===== config.mk =====
export PLATFORM = sky130hd
export DESIGN_NAME = morse_char_decoder
export DESIGN_NICKNAME = d
export VERILOG_FILES = /design/src/rtl/morse_char_decoder.sv
export SDC_FILE = /design/constraint.sdc
export NUM_CORES = 1
export LEC_CHECK = 0
export CAP_MARGIN = 20
export CELL_PAD_IN_SITES_DETAIL_PLACEMENT = 0
export CELL_PAD_IN_SITES_GLOBAL_PLACEMENT = 1
export CORE_MARGIN = 2
export CORE_UTILIZATION = 55
export DETAILED_ROUTE_END_ITERATION = 16
export DONT_BUFFER_PORTS = 1
export PLACE_DENSITY = 0.9
export SYNTH_ARGS = -nofsm -noshare
export SYNTH_HDL_FRONTEND = slang
export SYNTH_SLANG_ARGS = --single-unit

===== constraint.sdc =====
create_clock -name clk -period 10.9 [get_ports clk]
set_clock_uncertainty 0.15 [all_clocks]
set_input_delay 1.09 -clock clk [delete_from_list [all_inputs] [get_ports clk]]
set_output_delay 1.09 -clock clk [all_outputs]
set_load 0.005 [all_outputs]

===== src/rtl/morse_char_decoder.sv =====
// Morse sequence decoder: FIFO-buffered 10-bit symbol sequences decoded to ASCII
// through a two-stage pipeline (decode register, output register) with valid/ready output.
module morse_char_decoder #(
    parameter int          DEPTH        = 4,
    parameter logic [7:0]  UNKNOWN_CHAR = 8'h3F
) (
    input  logic                     clk,
    input  logic                     Reset_n,
    input  logic                     Clear,
    input  logic [9:0]               seq_in,
    input  logic                     seq_valid,
    input  logic                     char_ready,
    output logic [7:0]               char_out,
    output logic                     char_valid,
    output logic                     char_err,
    output logic                     overflow,
    output logic [$clog2(DEPTH):0]   fifo_level,
    output logic                     o_dbg_state
);

    localparam int AW = $clog2(DEPTH);
    localparam int LW = AW + 1;
    localparam logic [LW-1:0] FULL_LVL = LW'(DEPTH);

    typedef enum logic {
        ST_IDLE    = 1'b0,
        ST_PRESENT = 1'b1
    } state_t;

    // Handshake: char_out/char_err transfer on a rising edge where char_valid and
    // char_ready are both high; while char_valid=1 and char_ready=0 they hold.

    logic [9:0]     r_mem [DEPTH];
    logic [AW-1:0]  r_wr_ptr;
    logic [AW-1:0]  r_rd_ptr;
    logic [LW-1:0]  r_count;
    logic           r_overflow;

    logic           r_d_valid;
    logic [7:0]     r_d_char;
    logic           r_d_err;

    state_t         r_state;
    logic [7:0]     r_char_out;
    logic           r_char_err;
    logic           r_char_valid;

    logic           w_full;
    logic           w_empty;
    logic           w_o_load;
    logic           w_d_load;
    logic           w_pop;
    logic           w_push;
    logic [8:0]     w_dec;

    // Returns {err, ascii}. Symbols are shifted in MSB-first as dash=1, so the
    // lookup key is {length, pattern} with the first symbol leftmost.
    function automatic logic [8:0] decode(input logic [9:0] seq);
        logic [1:0] sym;
        logic       gap;
        logic       bad;
        logic       hit;
        logic [2:0] len;
        logic [4:0] bits;
        logic [7:0] ch;
        gap  = 1'b0;
        bad  = 1'b0;
        hit  = 1'b1;
        len  = 3'd0;
        bits = 5'd0;
        for (int k = 0; k < 5; k++) begin
            sym = seq[9-2*k -: 2];
            if (sym == 2'b11) begin
                bad = 1'b1;
            end else if (sym == 2'b00) begin
                gap = 1'b1;
            end else if (gap) begin
                bad = 1'b1;
            end else begin
                len  = len + 3'd1;
                bits = {bits[3:0], sym[1]};
            end
        end
        case ({len, bits})
            8'b000_00000: ch = 8'h20;
            8'b001_00000: ch = "E";
            8'b001_00001: ch = "T";
            8'b010_00000: ch = "I";
            8'b010_00001: ch = "A";
            8'b010_00010: ch = "N";
            8'b010_00011: ch = "M";
            8'b011_00000: ch = "S";
            8'b011_00001: ch = "U";
            8'b011_00010: ch = "R";
            8'b011_00011: ch = "W";
            8'b011_00100: ch = "D";
            8'b011_00101: ch = "K";
            8'b011_00110: ch = "G";
            8'b011_00111: ch = "O";
            8'b100_00000: ch = "H";
            8'b100_00001: ch = "V";
            8'b100_00010: ch = "F";
            8'b100_00100: ch = "L";
            8'b100_00110: ch = "P";
            8'b100_00111: ch = "J";
            8'b100_01000: ch = "B";
            8'b100_01001: ch = "X";
            8'b100_01010: ch = "C";
            8'b100_01011: ch = "Y";
            8'b100_01100: ch = "Z";
            8'b100_01101: ch = "Q";
            8'b101_00000: ch = "5";
            8'b101_00001: ch = "4";
            8'b101_00011: ch = "3";
            8'b101_00111: ch = "2";
            8'b101_01111: ch = "1";
            8'b101_11111: ch = "0";
            8'b101_11110: ch = "9";
            8'b101_11100: ch = "8";
            8'b101_11000: ch = "7";
            8'b101_10000: ch = "6";
            default: begin
                ch  = UNKNOWN_CHAR;
                hit = 1'b0;
            end
        endcase
        if (bad) begin
            ch = UNKNOWN_CHAR;
        end
        return {bad || !hit, ch};
    endfunction

    assign w_full   = (r_count == FULL_LVL);
    assign w_empty  = (r_count == '0);
    assign w_dec    = decode(r_mem[r_rd_ptr]);

    // Backward flow: each stage may load when it is empty or drains this cycle.
    assign w_o_load = r_d_valid && ((r_state == ST_IDLE) || char_ready);
    assign w_d_load = !w_empty && (!r_d_valid || w_o_load);
    assign w_pop    = w_d_load;
    assign w_push   = seq_valid && !Clear && (!w_full || w_pop);

    always_ff @(posedge clk) begin
        if (w_push) begin
            r_mem[r_wr_ptr] <= seq_in;
        end
    end

    always_ff @(posedge clk or negedge Reset_n) begin
        if (!Reset_n) begin
            r_wr_ptr   <= '0;
            r_rd_ptr   <= '0;
            r_count    <= '0;
            r_overflow <= 1'b0;
        end else if (Clear) begin
            r_wr_ptr   <= '0;
            r_rd_ptr   <= '0;
            r_count    <= '0;
            r_overflow <= 1'b0;
        end else begin
            if (w_push) begin
                r_wr_ptr <= r_wr_ptr + 1'b1;
            end
            if (w_pop) begin
                r_rd_ptr <= r_rd_ptr + 1'b1;
            end
            case ({w_push, w_pop})
                2'b10:   r_count <= r_count + 1'b1;
                2'b01:   r_count <= r_count - 1'b1;
                default: r_count <= r_count;
            endcase
            if (seq_valid && w_full && !w_pop) begin
                r_overflow <= 1'b1;
            end
        end
    end

    always_ff @(posedge clk or negedge Reset_n) begin
        if (!Reset_n) begin
            r_d_valid <= 1'b0;
            r_d_char  <= 8'h00;
            r_d_err   <= 1'b0;
        end else if (Clear) begin
            r_d_valid <= 1'b0;
        end else if (w_d_load) begin
            r_d_valid <= 1'b1;
            r_d_char  <= w_dec[7:0];
            r_d_err   <= w_dec[8];
        end else if (w_o_load) begin
            r_d_valid <= 1'b0;
        end
    end

    always_ff @(posedge clk or negedge Reset_n) begin
        if (!Reset_n) begin
            r_state      <= ST_IDLE;
            r_char_out   <= 8'h00;
            r_char_err   <= 1'b0;
            r_char_valid <= 1'b0;
        end else if (Clear) begin
            r_state      <= ST_IDLE;
            r_char_valid <= 1'b0;
        end else begin
            case (r_state)
                ST_IDLE: begin
                    if (r_d_valid) begin
                        r_state      <= ST_PRESENT;
                        r_char_out   <= r_d_char;
                        r_char_err   <= r_d_err;
                        r_char_valid <= 1'b1;
                    end
                end
                ST_PRESENT: begin
                    if (char_ready) begin
                        if (r_d_valid) begin
                            r_char_out <= r_d_char;
                            r_char_err <= r_d_err;
                        end else begin
                            r_state      <= ST_IDLE;
                            r_char_valid <= 1'b0;
                        end
                    end
                end
                default: begin
                    r_state      <= ST_IDLE;
                    r_char_valid <= 1'b0;
                end
            endcase
        end
    end

    assign char_out    = r_char_out;
    assign char_err    = r_char_err;
    assign char_valid  = r_char_valid;
    assign overflow    = r_overflow;
    assign fifo_level  = r_count;
    assign o_dbg_state = (r_state == ST_PRESENT);

endmodule


After elaboration in Yosys (flattened, before gate mapping):

Memory sizes are Yosys's and may differ from the RTL's.
Cells that the tools add are included.

* register bits after elaboration: 29
* bits in writable memories: 40
* bits of input ports: 15
* output and inout bits: 15
* logic and storage cells: 182
* memories: 1

Memory list
* r_mem: depth 4, width 10, read ports 1, clocked after memory_dff 0, wr ports 1, RTL line 33 `logic [9:0] r_mem [DEPTH];`

* add/subtract/negate cells: 8
* eq/ne operators: 48
* muxes and demuxes: 80
* bitwise operators: 2
* reduce and logical (&&, ||, !) cells: 32

Operators with widths (number)
* $pmux W7 S37: 1
* $eq A8 B8 Y1 const B: 22
* $eq A8 B7 Y1 const B: 12
* $mux W5: 13
* $mux W3: 14
* $mux W1: 40
* $reduce_or A37 Y1: 1
* $mux W8: 3
* $eq A8 B6 Y1 const B: 2
* $pmux W8 S2: 1
* $add A3 B1 Y3 const B: 5
* $eq A2 B2 Y1 const B: 6
* $logic_not A2 Y1: 5
* $ne A3 B3 Y1 const B: 3
* $logic_not A8 Y1: 1
* $mux W2: 4
* $logic_and A1 B1 Y1: 6
* $logic_not A1 Y1: 6
* $pmux W1 S2: 3
* $pmux W3 S2: 1
* $reduce_bool A2 Y1: 3
* $reduce_bool A3 Y1: 2
* $add A2 B1 Y2 const B: 2
* $logic_or A1 B1 Y1: 4
* other kinds (8): 10

Logic depth before layout (Yosys ltp):

An unclocked memory read counts as a cell.

* depth in word-level cells: 25
* depth in mapped cells: 23
* depth with buffers taken out: 20

Worst setup path before layout:

Ideal clock, no wire load.

* kind: register -> register
* from: reg r_rd_ptr[0]
* to: reg r_d_char[1]
* library setup time: 0.139 ns
* arrival time: 5.007 ns
* setup slack: 5.604 ns
* cell stages (with the launch flop): 23
* path buffers: 2
* period minus slack after synthesis: 5.296 ns
* cells stage by stage: dfrtp_1 buf_6 buf_8 mux4_1 inv_1 ha_1 mux2i_1 inv_1 ha_1 mux2_4 ha_1 mux2_2 ha_1 inv_1 o211ai_1 and3_4 a2111oi_4 o211a_1 and4_4 nor3_1 o31ai_2 nand4bb_4 a41oi_2

* longest elaborated chain between the ends: 23
* elaborated cells on any way between the ends: 103

RTL lines
* start: declaration: RTL line 35 `logic [AW-1:0] r_rd_ptr;`
* start signal: assignment: RTL line 165 `r_rd_ptr <= r_rd_ptr + 1'b1;`
* $mem_v2 Z4 W10 *
* $logic_not A2 Y1: RTL line 75 `end else if (sym == 2'b00) begin`
* $mux W1: RTL line 75
* $mux W3: RTL line 73 `if (sym == 2'b11) begin`
* $add A3 B1 Y3: RTL line 80 `len = len + 3'd1;`
* $mux W3: RTL line 77 `end else if (gap) begin`
* $mux W3: RTL line 75
* $mux W3: RTL line 73
* (+7 left out)
* $mux W3: RTL line 73
* $add A3 B1 Y3: RTL line 80
* $mux W3: RTL line 77
* $mux W3: RTL line 75
* $mux W3: RTL line 73
* $eq A8 B8 Y1 (tied with other cells): RTL line 84 `case ({len, bits})`
* $pmux W7 S37: RTL line 84
* $mux W8 *: RTL line 127 `if (bad) begin`
* end signal: assignment: RTL line 187 `r_d_char <= w_dec[7:0];`
* end: declaration: RTL line 40 `logic [7:0] r_d_char;`

Mark *: on every way between the ends. The rest lies on a longest branch, timed or not.
A chain may end at the register's enable or synchronous reset.

Final worst setup path:

* from: reg r_rd_ptr[0]
* to: reg r_d_char[6]

Same word-level chain as after synthesis.

==> reports/qor.csv <==
stage,metric,value,unit
synthesis,synth-adder-area-share,0.0400,
floorplan,die_area,8880,um^2
sta,rsz0062_at_grt,false,
critical_path,start_kind,flop,
sta,setup_tns,0,ps
clocking,tritoncts,built,
detailed_routing,drt_wl_total,9.88,mm
critical_path,setup.worst_path.end_class,flop,
global_route,grt_use_total,0.232,
synthesis,synthTopCellsByArea,"edfxtp_1 (27%), dfrtp_1 (15%), mux4_2 (4.5%)",
cells_and_area,fin_util,0.604,
sta,finalHoldViolations,0,
synthesis,netlist_area,4480,um^2
worst_hold_path,worstHoldPathType,input port to async pin,
cells_and_area,stdcell_count,525,
synthesis,synth_top_family_by_area,simple AND/OR/NAND/NOR gates,
sta,min_period,6140,ps
synthesis,syn-instance-count,426,
clocking,post_cts.repair.setup_buffers,0,
clocking,numClockSinks,67,
critical_path,r2r_start,r_rd_ptr[0],
critical_path,reg2reg_slack,4760,ps
synthesis,yosys.area_share.xor_xnor,0.0425,
floorplan,rows,32,
synthesis,synthSimpleGateAreaFrac,0.176,
synthesis,synthMuxAreaShare,0.106,
floorplan,fp.coreArea,7810,um^2
clocking,htree_levels,3,
synthesis,netlist.area_leader.share,0.268,
detailed_routing,vias_per_cell,6.48,
synthesis,synth_top_flop_cell,edfxtp_1,
global_route,grt.overflow.total,0,
clocking,clk_pin_slew_worst_paths,70,ps
cells_and_area,antennaDiodeCount,0,
clocking,cts_resized,0,
clocking,cts_buffer_depth,2,
sta,finalSetupViolations,0,
global_route,grt_max_degree,28,
place,hpwl,7.07,mm
floorplan,io_pins,30,
critical_path,worstPathArrival,6250,ps
synthesis,synth_compound_area_frac,0.176,
detailed_routing,drt_first_iter_violations,267,
place,dp.cells,509,
sta,tightest_slew,1070,ps
cells_and_area,area_growth,5.22,%
detailed_routing,wl_per_cell,18.8,um
sta,whs,299,ps
run,drv_cap,0,
floorplan,fp.dieW,94.2,um
clocking,clk_latency,330,ps
cells_and_area,final_nets,445,
critical_path,crit_type,flop to flop,
synthesis,ys_types,81,
global_route,antenna_found_initial,0,
floorplan,initial_core_util,0.574,
synthesis,avgSynthCellArea,10.5,um^2
outcome,status,"complete, no violations",
clocking,holdBufCountCts,0,
sta,slew_headroom,0.287,
clocking,clock-root-buffer,clkbuf_8,
sta,period_share,0.563,
critical_path,reg2reg_to,r_d_char[6],
synthesis,synth_edf_count,40,
detailed_routing,drc,0,
critical_path,cp_max_fo,15,
synthesis,yosysSeqAreaShare,0.419,
synthesis,synth_area_leader_cell,edfxtp_1,
critical_path,critPathRequiredTime,11020,ps
synthesis,synth.net_count,453,
detailed_routing,dr_total_vias,3400,
global_route,grt_pass1_vias,3119,
critical_path,reg2regPathDepth,19,
detailed_routing,first_pass_iters,4,
floorplan,die_h,94.2,um
place,gp_congestion,0.899,
sta,slew_violations,0,
synthesis,yosysWarnings,0,
cells_and_area,drive_gt1_frac,0.142,
place,portBuffers,0,
detailed_routing,final_antenna_net_count,0,
synthesis,ys_ff_latch,67,
synthesis,async_flop_share,0.403,
global_route,grt_first_pass_wirelength,16.0,mm
sta,timing.fmax,163,MHz
clocking,numCtsBuffers,9,
-- flip-flops by register name, indices dropped and copies added (netlist names) --
| signal | cells |
|---|---|
| o_dbg_state | 1 |
| fifo_level | 3 |
| r_d_char | 7 |
| r_wr_ptr | 2 |
| char_out | 7 |
| char_valid | 1 |
| r_mem | 40 |
| overflow | 1 |
| r_d_valid | 1 |
| r_d_err | 1 |
| r_rd_ptr | 2 |
| char_err | 1 |
-- area by class of cell --
class | count | area, um^2
Fill cell | 625 | 3100
Multi-Input combinational cell | 326 | 2420
Sequential cell | 67 | 1880
Clock buffer | 13 | 191
Tap cell | 102 | 128
Inverter | 14 | 52.6
Clock inverter | 3 | 40.0
-- how the worst max path moves through the flow --
stage	depth (start not counted)	end	from	slack (ps)
global route	19	r_d_char[6]	r_rd_ptr[0]	4370
CTS	20	r_d_char[6]	r_rd_ptr[0]	4800
global placement	20	r_d_char[3]	r_rd_ptr[0]	4910
floorplan	22	r_d_char[1]	r_rd_ptr[0]	5600
finish	19	r_d_char[6]	r_rd_ptr[0]	4760
detailed placement	20	r_d_char[3]	r_rd_ptr[0]	4820
-- cells in the final DEF, fill, tap and decap left out, types with 4 or more instances in the layout --
cell type  count
o211ai_1       6
xnor2_1        8
o211a_1        4
nand2b_1       4
ha_1          11
nor2_1        48
dfrtp_1       27
clkbuf_8      10
a211oi_1       7
nor3_1        15
nor2b_1        4
nand3_1        9
mux2_2        10
mux4_2         9
a21oi_1       24
and2_1        10
inv_1         14
nand2_1       37
mux2i_1        8
nor4_1         4
o21ai_0       14
a31oi_1       11
edfxtp_1      40
xor2_1        10
-- cells by family after synthesis --
logic type,count (synthesis)
other,1
AND/OR/NAND/NOR,153
XOR/XNOR,20
buffers and inverters,33
adder cells (fa/ha/maj),14
AO/OA/AOI/OAI,107
flip-flops,67
multiplexers,31
-- metal layers --
metal  vias to the layer above  routed length [um]  GRT usage
met2                       146                4730      0.361
met4                         0                 166     0.0857
met1                      1648                4290      0.323
met5                         -                   0          0
met3                        14                 687     0.0457
li1                       1592                   -          -
-- critical path: stages (launching register included) --
cell and delay, ps:
dfrtp_1 830, mux4_1 720, inv_1 90, ha_1 240
mux2i_1 330, inv_1 90, ha_1 300, mux2_4 310
ha_1 310, mux2_2 270, ha_1 220, inv_1 90
o211ai_1 150, and3_4 240, a2111oi_4 610, o211ai_1 190
a31oi_1 370, nor3_2 120, a31oi_1 290, nand2b_1 140
-- metrics by stage --
stage / setup slack [ps] / area, um^2
4_1_cts: 4800 / 4710
6_report: 4760 / 4710
5_1_grt: 4370 / 4710
2_1_floorplan: 5600 / 4480
3_3_place_gp: 4910 / 4480
3_5_place_dp: 4820 / 4480
-- Yosys cell counts, drive strengths merged (4+ instances only) --
| master | instances |
|---|---|
| mux2 | 12 |
| inv | 14 |
| clkbuf | 8 |
| nand3 | 9 |
| edfxtp | 40 |
| a31oi | 11 |
| o211a | 4 |
| ha | 11 |
| and3 | 4 |
| a21oi | 24 |
| o211ai | 6 |
| a211oi | 7 |
| nand2b | 4 |
| nor4 | 4 |
| mux2i | 8 |
| nor3 | 17 |
| xor2 | 10 |
| nor2 | 49 |
| o21ai | 18 |
| nand2 | 38 |
| xnor2 | 10 |
| mux4 | 11 |
| dfrtp | 27 |
| nor2b | 4 |
| buf | 11 |
| and2 | 11 |
Power is not shown: default switching activity piles up to over one toggle a cycle in this logic, so the estimate is an artifact.
